**src/rtl/aes_pkg.sv**
```systemverilog
// ---------------------------------------------------------------------------
// aes_pkg: shared state, round-index and timing definitions. Rev 1.0
// ---------------------------------------------------------------------------
`default_nettype none

package aes_pkg;

  typedef enum logic [2:0] {
    IDLE    = 3'd0,
    ISSUE   = 3'd1,
    WAIT    = 3'd2,
    CAPTURE = 3'd3,
    OUT     = 3'd4
  } seq_state_t;

  typedef logic [3:0] round_idx_t;

  localparam int         ROUND_CYCLES = 20;
  localparam round_idx_t LAST_ROUND   = 4'd9;

endpackage

`default_nettype wire

```
**src/rtl/aes_seq_watchdog.sv**
```systemverilog
// ---------------------------------------------------------------------------
// aes_seq_watchdog: clearable up-counter flagging its final allowed count. Rev 1.0
// ---------------------------------------------------------------------------
`default_nettype none

module aes_seq_watchdog #(
  parameter int TIMEOUT = 31
) (
  input  logic clock,
  input  logic resetn,
  input  logic clear,
  input  logic inc,
  output logic term
);

  localparam int           W        = $clog2(TIMEOUT + 1);
  localparam logic [W-1:0] TERM_CNT = W'(TIMEOUT - 1);

  logic [W-1:0] count;

  always_ff @(posedge clock or negedge resetn) begin
    if (!resetn) begin
      count <= '0;
    end else if (clear) begin
      count <= '0;
    end else if (inc) begin
      count <= count + W'(1);
    end
  end

  // term marks the TIMEOUT-th counted cycle, so the caller can bail out on it
  assign term = (count == TERM_CNT);

endmodule

`default_nettype wire

```
**src/rtl/aes_round_sequencer.sv**
```systemverilog
// ---------------------------------------------------------------------------
// aes_round_sequencer: drives the iterative AES-128 round engine through all
// rounds of one block, with handshaked I/O and a hang watchdog. Rev 1.0
// ---------------------------------------------------------------------------
`default_nettype none

module aes_round_sequencer
  import aes_pkg::*;
#(
  parameter int NUM_ROUNDS = int'(LAST_ROUND) + 1,
  parameter int TIMEOUT    = 31
) (
  input  logic         clock,
  input  logic         resetn,
  input  logic         in_valid,
  output logic         in_ready,
  input  logic [127:0] in_text,
  input  logic [127:0] in_key,
  output logic         out_valid,
  input  logic         out_ready,
  output logic [127:0] out_text,
  output logic         busy,
  output logic         err,
  output logic         rnd_enable,
  output logic [3:0]   rnd_round,
  output logic [127:0] rnd_text,
  output logic [127:0] rnd_key,
  input  logic         rnd_done,
  input  logic [127:0] rnd_o_text,
  input  logic [127:0] rnd_rkey
);

  localparam round_idx_t FINAL_ROUND = round_idx_t'(NUM_ROUNDS - 1);

  if (TIMEOUT < ROUND_CYCLES) begin : g_bad_timeout
    $error("aes_round_sequencer: TIMEOUT shorter than one engine round");
  end

  seq_state_t   state, next_state;
  logic [127:0] state_q, key_q;
  logic         accept, capture, timeout, last_round;
  logic         wd_clear, wd_inc, wd_term;

  aes_seq_watchdog #(
    .TIMEOUT (TIMEOUT)
  ) u_watchdog (
    .clock  (clock),
    .resetn (resetn),
    .clear  (wd_clear),
    .inc    (wd_inc),
    .term   (wd_term)
  );

  assign last_round = (rnd_round == FINAL_ROUND);

  always_ff @(posedge clock or negedge resetn) begin
    if (!resetn) begin
      state <= IDLE;
    end else begin
      state <= next_state;
    end
  end

  always_comb begin
    next_state = state;
    in_ready   = 1'b0;
    out_valid  = 1'b0;
    rnd_enable = 1'b0;
    wd_clear   = 1'b0;
    wd_inc     = 1'b0;
    accept     = 1'b0;
    capture    = 1'b0;
    timeout    = 1'b0;
    case (state)
      IDLE: begin
        in_ready = 1'b1;
        if (in_valid) begin
          accept     = 1'b1;
          next_state = ISSUE;
        end
      end
      ISSUE: begin
        rnd_enable = 1'b1;
        wd_clear   = 1'b1;
        next_state = WAIT;
      end
      WAIT: begin
        if (rnd_done) begin
          next_state = CAPTURE;
        end else begin
          wd_inc = 1'b1;
          if (wd_term) begin
            timeout    = 1'b1;
            next_state = IDLE;
          end
        end
      end
      CAPTURE: begin
        capture    = 1'b1;
        next_state = last_round ? OUT : ISSUE;
      end
      OUT: begin
        out_valid = 1'b1;
        in_ready  = out_ready;
        // a new job may be loaded on the very edge the old result leaves
        if (out_ready) begin
          if (in_valid) begin
            accept     = 1'b1;
            next_state = ISSUE;
          end else begin
            next_state = IDLE;
          end
        end
      end
      default: next_state = IDLE;
    endcase
  end

  // engine inputs only move on accept and capture, never mid-round
  always_ff @(posedge clock or negedge resetn) begin
    if (!resetn) begin
      state_q   <= '0;
      key_q     <= '0;
      out_text  <= '0;
      rnd_round <= '0;
      err       <= 1'b0;
    end else begin
      if (accept) begin
        state_q   <= in_text ^ in_key;
        key_q     <= in_key;
        rnd_round <= '0;
        err       <= 1'b0;
      end else if (capture) begin
        state_q <= rnd_o_text;
        key_q   <= rnd_rkey;
        if (last_round) begin
          out_text <= rnd_o_text;
        end else begin
          rnd_round <= rnd_round + 4'd1;
        end
      end
      if (timeout) begin
        err <= 1'b1;
      end
    end
  end

  assign busy     = (state != IDLE);
  assign rnd_text = state_q;
  assign rnd_key  = key_q;

endmodule

`default_nettype wire
```
**config.mk**
```make
export PLATFORM = sky130hd
export DESIGN_NAME = aes_round_sequencer
export DESIGN_NICKNAME = d
export VERILOG_FILES = /design/src/rtl/aes_pkg.sv /design/src/rtl/aes_seq_watchdog.sv /design/src/rtl/aes_round_sequencer.sv
export SDC_FILE = /design/constraint.sdc
export NUM_CORES = 1
export LEC_CHECK = 0
export BUFFER_PORTS_ARGS = -buffer_cell sky130_fd_sc_hd__buf_2
export CORE_AREA = 8 8 346 348
export DETAILED_ROUTE_END_ITERATION = 16
export DIE_AREA = 0 0 354 356
export SLEW_MARGIN = 0
export SYNTH_ARGS = -nofsm -noshare
export SYNTH_HDL_FRONTEND = slang
export SYNTH_SLANG_ARGS = --single-unit
```
**constraint.sdc**
```tcl
create_clock -name clock -period 2.3 [get_ports clock]
set_clock_uncertainty 0.15 [all_clocks]
set_input_delay 0.46 -clock clock [delete_from_list [all_inputs] [get_ports clock]]
set_output_delay 0.46 -clock clock [all_outputs]
set_load 0.005 [all_outputs]
```
# Word-level counts from Yosys, hierarchy flattened
# Index checks and enable logic that the tools add are counted.
# word_totals
reg_bits	397
latchBits	0
mem_bits_rw	0
romBits	0
input_bits	517
output_inout_bits	393
word_cells	59
memories	0
# op_classes
n_addsub	2
multipliers	0
div	0
magnitude_cmp	0
eq_ne	10
n_shift	0
n_mux	30
n_bitwise	2
reduce_logical	8
# ops
op	count
two-way mux 128 bit	4
XOR 128 bit	1
two-way mux 3 bit	5
one-hot mux 3 bit (5 select lines)	1
two-way mux 1 bit	13
two-way mux 4 bit	3
two-way mux 5 bit	2
== test 3 x 2 -> 1 bit (second input constant)	2
inequality test 2 bit (second input constant)	3
AND reduction 3 bit	2
nonzero test 2 bit	3
adder 5 x 1 -> 5 bit (second input constant)	1
== test 5 bit (second input constant)	1
adder 4 x 1 -> 4 bit (second input constant)	1
== test 4 bit (second input constant)	1
one-hot mux 1 bit (2 select lines)	2
== test 3 x 1 -> 1 bit (second input constant)	1
== test 3 bit (second input constant)	1
logical NOT 3 bit	1
inequality test 3 x 2 -> 1 bit (second input constant)	1
nonzero test 3 bit	1
AND reduction 2 bit	1
NOT 1 bit	1

# Depth between registers and ports, before layout
# Gate-level depths: netlist of the first run.
# depth
ltp_word	5
mapped_depth	8
ltp_nobuf	6

# By module
# Synthesis of the first run repeated with hierarchy kept, for this count alone.
# hier_totals
hier_cells	1599
hier_area_um2	18340.1
# modules_own_cells
mod	n_inst	cells_per_inst	area_each_um2	seq_area_each_um2
aes_round_sequencer	1	1574	18061.1	9809.4
aes_seq_watchdog	1	25	279.0	125.1

# Worst setup path after synthesis of the first run
# No wires, ideal clock.
# synth_path
kind	reg2reg
from	register rnd_round[1]
to	register out_text[70]
setup_time_ns	0.125
arrival_time_ns	1.612
required_ns	2.025
slack_ns	0.413
stages_incl_launch_ff	8
n_path_buf	2
synth_period_minus_slack_ns	1.887
path_cell_list	dfrtp_1 > inv_1 > ha_1 > nand2_1 > nor3_2 > buf_2 > buf_4 > mux2_2
# synth_between
elab_chain_len	2
# synth_rtl
item	line	text
start, declared	aes_round_sequencer.sv:25	output logic [3:0] rnd_round,
start signal, assigned	aes_round_sequencer.sv:139	rnd_round <= rnd_round + 4'd1;
== test 4 bit	aes_round_sequencer.sv:54	assign last_round = (rnd_round == FINAL_ROUND);
AND reduction 3 bit (no source line)	--	
end signal, assigned	aes_round_sequencer.sv:137	out_text <= rnd_o_text;
end, declared	aes_round_sequencer.sv:21	output logic [127:0] out_text,
# No other way between the ends.
# A chain may end at the register's enable or synchronous reset.

# Worst setup path in the final report of the first run
# layout_path
from	register state[2]
to	register key_q[12], in the netlist rnd_key[12]
# layout_between
elab_chain_len	3
elab_cells_between_ends	7
classes_between	eq/ne: 2; mux: 3; reduce/logical: 2
# layout_rtl
item	line	text
start, declared	aes_round_sequencer.sv:39	seq_state_t state, next_state;
start signal, assigned	aes_round_sequencer.sv:60	state <= next_state;
== test 3 bit, or another cell as far along	aes_round_sequencer.sv:74	case (state)
one-hot mux 1 bit (2 select lines) / two-way mux 1 bit (equally long branches)	aes_round_sequencer.sv:74	
two-way mux 128 bit / nonzero test 2 bit (equally long branches)	--	
end signal, assigned	aes_round_sequencer.sv:130	key_q <= in_key;
end signal, assigned	aes_round_sequencer.sv:135	key_q <= rnd_rkey;
end, declared	aes_round_sequencer.sv:40	logic [127:0] state_q, key_q;
# Several ways; a longest one is shown, not always the timed one.

==> results of run 1 <==
-- kinds of logic after synthesis --
group                    synth area share
flip-flops                          0.552
AO/OA/AOI/OAI                       0.155
multiplexers                        0.151
AND/OR/NAND/NOR                    0.0386
XOR/XNOR                           0.0648
buffers and inverters              0.0348
adder cells (fa/ha/maj)           0.00278
-- cell type report --
| cell class | count | area share |
|---|---|---|
| inverter | 4 | 0.000489 |
| antenna | 10 | 0.000815 |
| multi-input combinational | 955 | 0.243 |
| tap | 1512 | 0.0616 |
| clock inverter | 16 | 0.00668 |
| sequential | 397 | 0.323 |
| timing repair buffer | 1421 | 0.318 |
| clock buffer | 68 | 0.0458 |
-- registers in the layout, indices dropped and copies added (netlist names) --
register	cells
state	3
rnd_round	4
rnd_key	128
u_watchdog.count	5
err	1
out_text	128
rnd_text	128
-- report_power, final --
group	switching [mW]	internal [mW]	leakage, nW
Combinational	8.58	7.42	10.4
Sequential	1.84	10.2	5.04
Clock	3.23	4.70	0.795
Total	13.7	22.4	16.3
-- placed cells by master (no fill, tap or decap), types with 2 or more instances in the layout --
cell	synthesis	final
buf_4	30	67
clkinv_2	0	5
nor2_1	9	8
clkbuf_16	0	50
nand2_1	137	137
xor2_1	133	133
a21oi_1	4	4
diode_2	0	10
nand4_1	4	4
dlygate4sd3_1	0	421
bufinv_16	0	4
mux2i_1	128	128
ha_1	4	4
mux2_2	128	128
o21ai_1	28	28
clkbuf_1	24	8
buf_6	8	3
buf_12	0	22
clkbuf_8	0	11
dfrtp_1	397	397
and3b_4	0	2
a21o_1	129	129
a22o_1	128	128
buf_2	41	906
inv_6	0	5
nor2b_1	2	2
o21ai_0	103	103
inv_1	4	4
-- layer usage --
layer	up-vias	share of wire	track usage
met1	8995	0.42	0.191
met5	-	0.00050	0
li1	7937	-	-
met4	8	0.034	0.0445
met2	896	0.46	0.250
met3	211	0.086	0.0519
-- repair_timing --
| action | 4_1_cts | 5_1_grt |
|---|---|---|
| resized for setup | 3 | 3 |
| endpoints found under the setup margin | 3 | 31 |
| buffers inserted | 6 | 3 |
| gates cloned | 0 | 1 |
| pin swaps | 0 | 3 |
| hold endpoints to repair | 372 | 0 |
| hold buffers | 421 | 0 |
-- final timing paths --
| check | from | end | slack (ns) | cells after the start |
|---|---|---|---|---|
| min reg2reg | rnd_key[76] | rnd_key[76] | 0.32 | 1 |
| max reg2reg | state[2] | rnd_key[12] | 0.02 | 7 |
| min in group asynchronous | resetn | rnd_text[87] | 0.30 | 2 |
| max in group asynchronous | resetn | rnd_key[27] | 0.94 | 3 |
| min | rnd_o_text[120] | out_text[120] | 0.04 | 2 |
| max | state[2] | rnd_key[12] | 0.02 | 7 |
==> key figures, run 1 <==
Floorplan
  – Die Y: about 360 µm
  – Core box area: roughly 110,000 µm²
  – # rows: between 100 and 150
  – I/O pin total: 910
  – DIE WIDTH: ~350 µm
  – Die area: roughly 130,000 µm²
  – Initial Utilization: 0.158

Synth
  – Synth top area share: 0.552
  – Post-synth EDFFs: 0
  – Synth top cells by count: 397 x dfrtp_1, 137 x nand2_1, 133 x xor2_1, 129 x a21o_1
  – Synthesized area per cell: 12.3 µm²
  – Gate Count Post-Synth: 1,459
  – Syn. warnings: 0
  – #FFs+latches synth: 397
  – Post-synth ARST share: 1.00
  – Cell area after synthesis: approximately 18,000 µm²
  – Synth area leaders: dfrtp_1 55%, mux2_2 8.0%, mux2i_1 7.1%
  – Seq/Total Area, Yosys: 0.552
  – Ys flop type: dfrtp_1
  – Mapped Nets: about 2,000
  – Cell variety after synth: 36
  – Area leader, netlist: dfrtp_1
  – Count leader, synth: dfrtp_1

CTS
  – CTS tree: done
  – H-tree depth: 2
  – Worst-skew pair later-pin latency: slightly below 0.6 ns
  – CTS max path bufs: 3
  – Root Driver: clkbuf_16
  – Worst-path clk slew: 0.06 ns
  – Clock Sinks: 397
  – Total CTS buffers: 48

Timing
  – F_max: between 400 and 500 MHz
  – Final period demand of the worst path: 2.28 ns
  – Final Hold Viols: 0
  – Relative slew margins: 0.521
  – Final setup violating endpoints: 0
  – Hold Slack: roughly 0.045 ns
  – Tcrit/Tclk final: 0.989
  – Max-slew violations: 0
  – Worst-Margin Slew: between 0.7 and 0.8 ns
  – Setup WS post-layout: approximately 0.024 ns
  – RSZ-0062 raised after global routing: true
  – Setup TNS: 0 ns

Worst setup path
  – Crit path max-delay family: buffers and inverters
  – Buf/Inv on CP: 4
  – Arrival @ worst endpoint: 2.62 ns
  – Crit-path cells: buf_6 -> buf_4 -> and3b_4 -> buf_12 -> nor2_4 -> buf_12 -> a21o_1
  – CP max-delay cell: dfrtp_1
  – CP peak stage delay: around 0.4 ns
  – Data required, critical path: 2.64 ns
  – Setup crit end kind: register
  – Critical path startpoint category: register
  – Crit-path most repeated cell: buf_12
  – Crit path kind: register to register
  – Crit Path Max Fanout: 83

Finish
  – Post-route insts no fill: roughly 4,400
  – Register Area: roughly 10000 µm²
  – Final Util: 0.270
  – Nets: approximately 3,300
  – Area growth syn-to-layout: 70.7%
  – Multi-input combinational cell area: between 7000 and 8000 µm²
  – Fraction of layout cells with a size suffix above 1: 0.424
  – Fill count: approximately 12,000
  – Fin area: just over 30,000 µm²

Drt
  – Pre-antenna DRT Iters: 5
  – WL final: 102 mm
  – Residual DRC: 0
  – Drt wl/cell: 23.3 µm
  – Vias per cell: 4.12
  – ANT nets after route: 0
  – Vias: about 18,000
  – DR iter-0 viols: around 1,300

Place
  – Placed insts: 3,858
  – Area post-placement: between 20,000 and 25,000 µm²
  – IO buf count: 909
  – Routability congestion estimate: 0.983
  – Setup WS pre-CTS: between 0.07 and 0.08 ns
  – Post-DP HPWL: around 80 mm

Global routing
  – Global route overflow: 0
  – Largest net degree at the start of global routing: 84
  – First-pass GRT wire length: 143 mm
  – Tot GR Track Use: 0.153
  – Vias in the first global route: about 19,000
  – Initial antenna violation count: 21

Pwr
  – Pwr Total: around 36 mW
  – Peak VDD IR: 606 µV
  – PD cells: around 1200 nW/µm²
  – Leakage power figure: 16.3 nW

Flow run
  – Max Cap Viol: 0

Min path
  – HP Class: input pin to register

Run status
  – Outcome: completed
(Power assumes the default switching activity.)
==> inputs of run 2 (changes only) <==
CORE_AREA = 2 2 356 358   (was 8 8 346 348)
DIE_AREA = 0 0 358 360   (was 0 0 354 356)
clock period = 2.7 ns   (was 2.3 ns; I/O delays follow)
==> run 2 against run 1 <==
- first-iteration DRC count down 17%
- die area up 2.3%
- clock power down 13%
- largest power group unchanged
- via count down 8.3%
- non-clock buffer count down 352
- critical path type is now register to output port
==> key figures, run 2 (synthesis results as in run 1) <==
Run status
  – Outcome: completed

Place
  – Placed insts: 3,975 (+3.0%)
  – Post-DP HPWL: 79.8 mm (-0.56%)
  – IO buf count: 909 (unchanged)
  – Routability congestion estimate: 1.05 (+7.2%)
  – Setup WS pre-CTS: 0.448 ns (+0.376 ns)

Finish
  – Register Area: 9930 µm² (unchanged)
  – Most frequent cells in the layout: 908 x buf_2, 397 x dfrtp_1, 137 x nand2_1, 133 x xor2_1, 129 x a21o_1
  – Nets: 2,995 (-11%)
  – Commonest non-fill, non-tap cell in the layout: buf_2
  – Multi-input combinational cell area: 7460 µm² (-0.13%)
  – Fill count: 13,600 (+15%)
  – Fraction of layout cells with a size suffix above 1: 0.472 (+0.0476)
  – Post-route insts no fill: 4,173 (-4.8%)
  – Area growth syn-to-layout: 52.5%

Timing
  – Tcrit/Tclk final: 0.910
  – Max-slew violations: 0 (unchanged)
  – Setup TNS: 0 ns (unchanged)
  – Final Hold Viols: 0 (unchanged)
  – Setup WS post-layout: 0.243 ns (+0.218 ns)
  – RSZ-0062 raised after global routing: false
  – F_max: around 410 MHz
  – Relative slew margins: 0.456 (-0.0651)
  – Worst-Margin Slew: 0.816 ns (+0.0976 ns)
  – Final period demand of the worst path: roughly 2.5 ns
  – Final setup violating endpoints: 0 (unchanged)

Global routing
  – First-pass GRT wire length: 130 mm (-8.8%)
  – Initial antenna violation count: 51 (+140%)
  – Global route overflow: 0 (unchanged)
  – Vias in the first global route: 16,600 (-14%)
  – Largest net degree at the start of global routing: 84 (unchanged)
  – Tot GR Track Use: 0.144 (-0.00927)

Worst setup path
  – Arrival @ worst endpoint: 1.77 ns (-0.85 ns)
  – Crit path kind: register to output port
  – Worst r2r src: state[2]
  – Crit Path Max Fanout: 12 (-86%)
  – Setup crit end kind: output port
  – Data required, critical path: 2.01 ns (-0.63 ns)
  – Critical path startpoint category: register
  – CP startpoint: state[2]

Pwr
  – Leakage power figure: 14.7 nW (-9.3%)
  – Logic pwr share: 0.426 (-0.018)
  – Peak VDD IR: 632 µV (+4.3%)
  – PD cells: 1090 nW/µm² (-7.1%)
  – Clock network fraction of design power: 0.231 (+0.011)
  – Internal power: 18.6 mW (-17%)
  – Seq pwr share: 0.343 (+0.007)
  – NetSw: 11.3 mW (-17%)
  – Switching part of the total: 0.379 (-0.000425)

Drt
  – Drt wl/cell: 23.3 µm (-0.22%)
  – WL final: 97.1 mm (-5.0%)
  – Vias: 16,500 (-8.3%)
  – Vias per cell: 3.97 (-3.7%)
  – Pre-antenna DRT Iters: 5 (unchanged)
  – ANT nets after route: 0 (unchanged)
  – Residual DRC: 0 (unchanged)
  – DR iter-0 viols: 1,046 (-17%)

Min path
  – HP Start: out_ready
  – HP Class: input pin to register

CTS
  – CTS max path bufs: 3 (unchanged)
  – Worst-skew pair later-pin latency: 0.62 ns (+0.03 ns)
  – CTS tree: done
  – H-tree depth: 2 (unchanged)
  – Clock Sinks: 397 (unchanged)
  – Root Driver: clkbuf_16
  – Total CTS buffers: 47 (-2.1%)
  – Worst-path clk slew: 0.06 ns (about the same)

Floorplan
  – # rows: 130 (+4.8%)
  – DIE WIDTH: 358 µm (+1.1%)
  – I/O pin total: 910 (unchanged)
  – Initial Utilization: 0.144 (-0.0140)
  – Die Y: 360 µm (+1.1%)
  – Core box area: 125,000 µm² (+9.7%)
  – Die area: 129,000 µm² (+2.3%)

Flow run
  – Max Cap Viol: 0 (unchanged)
-- run 2: timing repair --
action / 4_1_cts / 5_1_grt
gates resized for setup: 0 / 0
hold buffers: 100 / 0
buffers inserted: 0 / 0
endpoints found under the hold margin: 163 / 0
-- run 2: final timing paths --
| kind | cells after the start | end | slack [ns] |
|---|---|---|---|
| setup / recovery | 3 | in_ready | 0.24 |
| hold / removal | 3 | state[0] | 0.06 |
| setup reg to reg | 6 | rnd_key[14] | 0.39 |
| hold reg to reg | 1 | rnd_key[60] | 0.32 |
| max in group asynchronous | 4 | out_text[70] | 1.25 |
| min in group asynchronous | 2 | rnd_key[80] | 0.24 |
-- run 2: metrics by stage --
step	util	hold slack (ns)	instance area [µm²]	total power, mW
after floorplan	-	0.0944	18000	16.2
after global placement	0.198	0.303	24800	22.9
after detailed placement	0.198	0.310	24800	23.2
after CTS	0.219	0.00109	27400	30.4
after global routing	0.219	0.0215	27400	31.7
final	0.220	0.0567	27400	29.9
-- run 2: worst max-delay path, cell delays in order (launching register included) --
cell and delay, ns:
dfrtp_1 0.49, nor2b_2 0.21, nor3_1 0.27, buf_2 0.19
-- run 2: power by group through the flow --
| stage | logic (mW) | registers, mW | clock network (mW) |
|---|---|---|---|
| finish | 12.7 | 10.3 | 6.91 |
| global route | 13.8 | 10.6 | 7.34 |
| CTS | 13.0 | 10.2 | 7.14 |
| detailed placement | 12.9 | 10.3 | 0 |
| global placement | 12.7 | 10.2 | 0 |
| floorplan | 5.77 | 10.4 | 0 |
-- run 2: final cells by class --
type / instances / area share
diodes: 10 / 0.000912
multi-input cells: 955 / 0.272
well taps: 1650 / 0.0753
clock inverters: 26 / 0.0119
clock buffers: 62 / 0.0483
flip-flops and latches: 397 / 0.362
repair buffers: 1069 / 0.229
inverters: 4 / 0.000547
-- run 2: metal layers --
layer  part of all wire  routed length (µm)  vias up  GRT usage
li1                   -                   -     7236          -
met1               0.43               42200     8211      0.189
met2               0.45               43900      869      0.231
met3              0.081                7880      207     0.0401
met4              0.031                3000       26     0.0364
met5             0.0019                 184        -          0
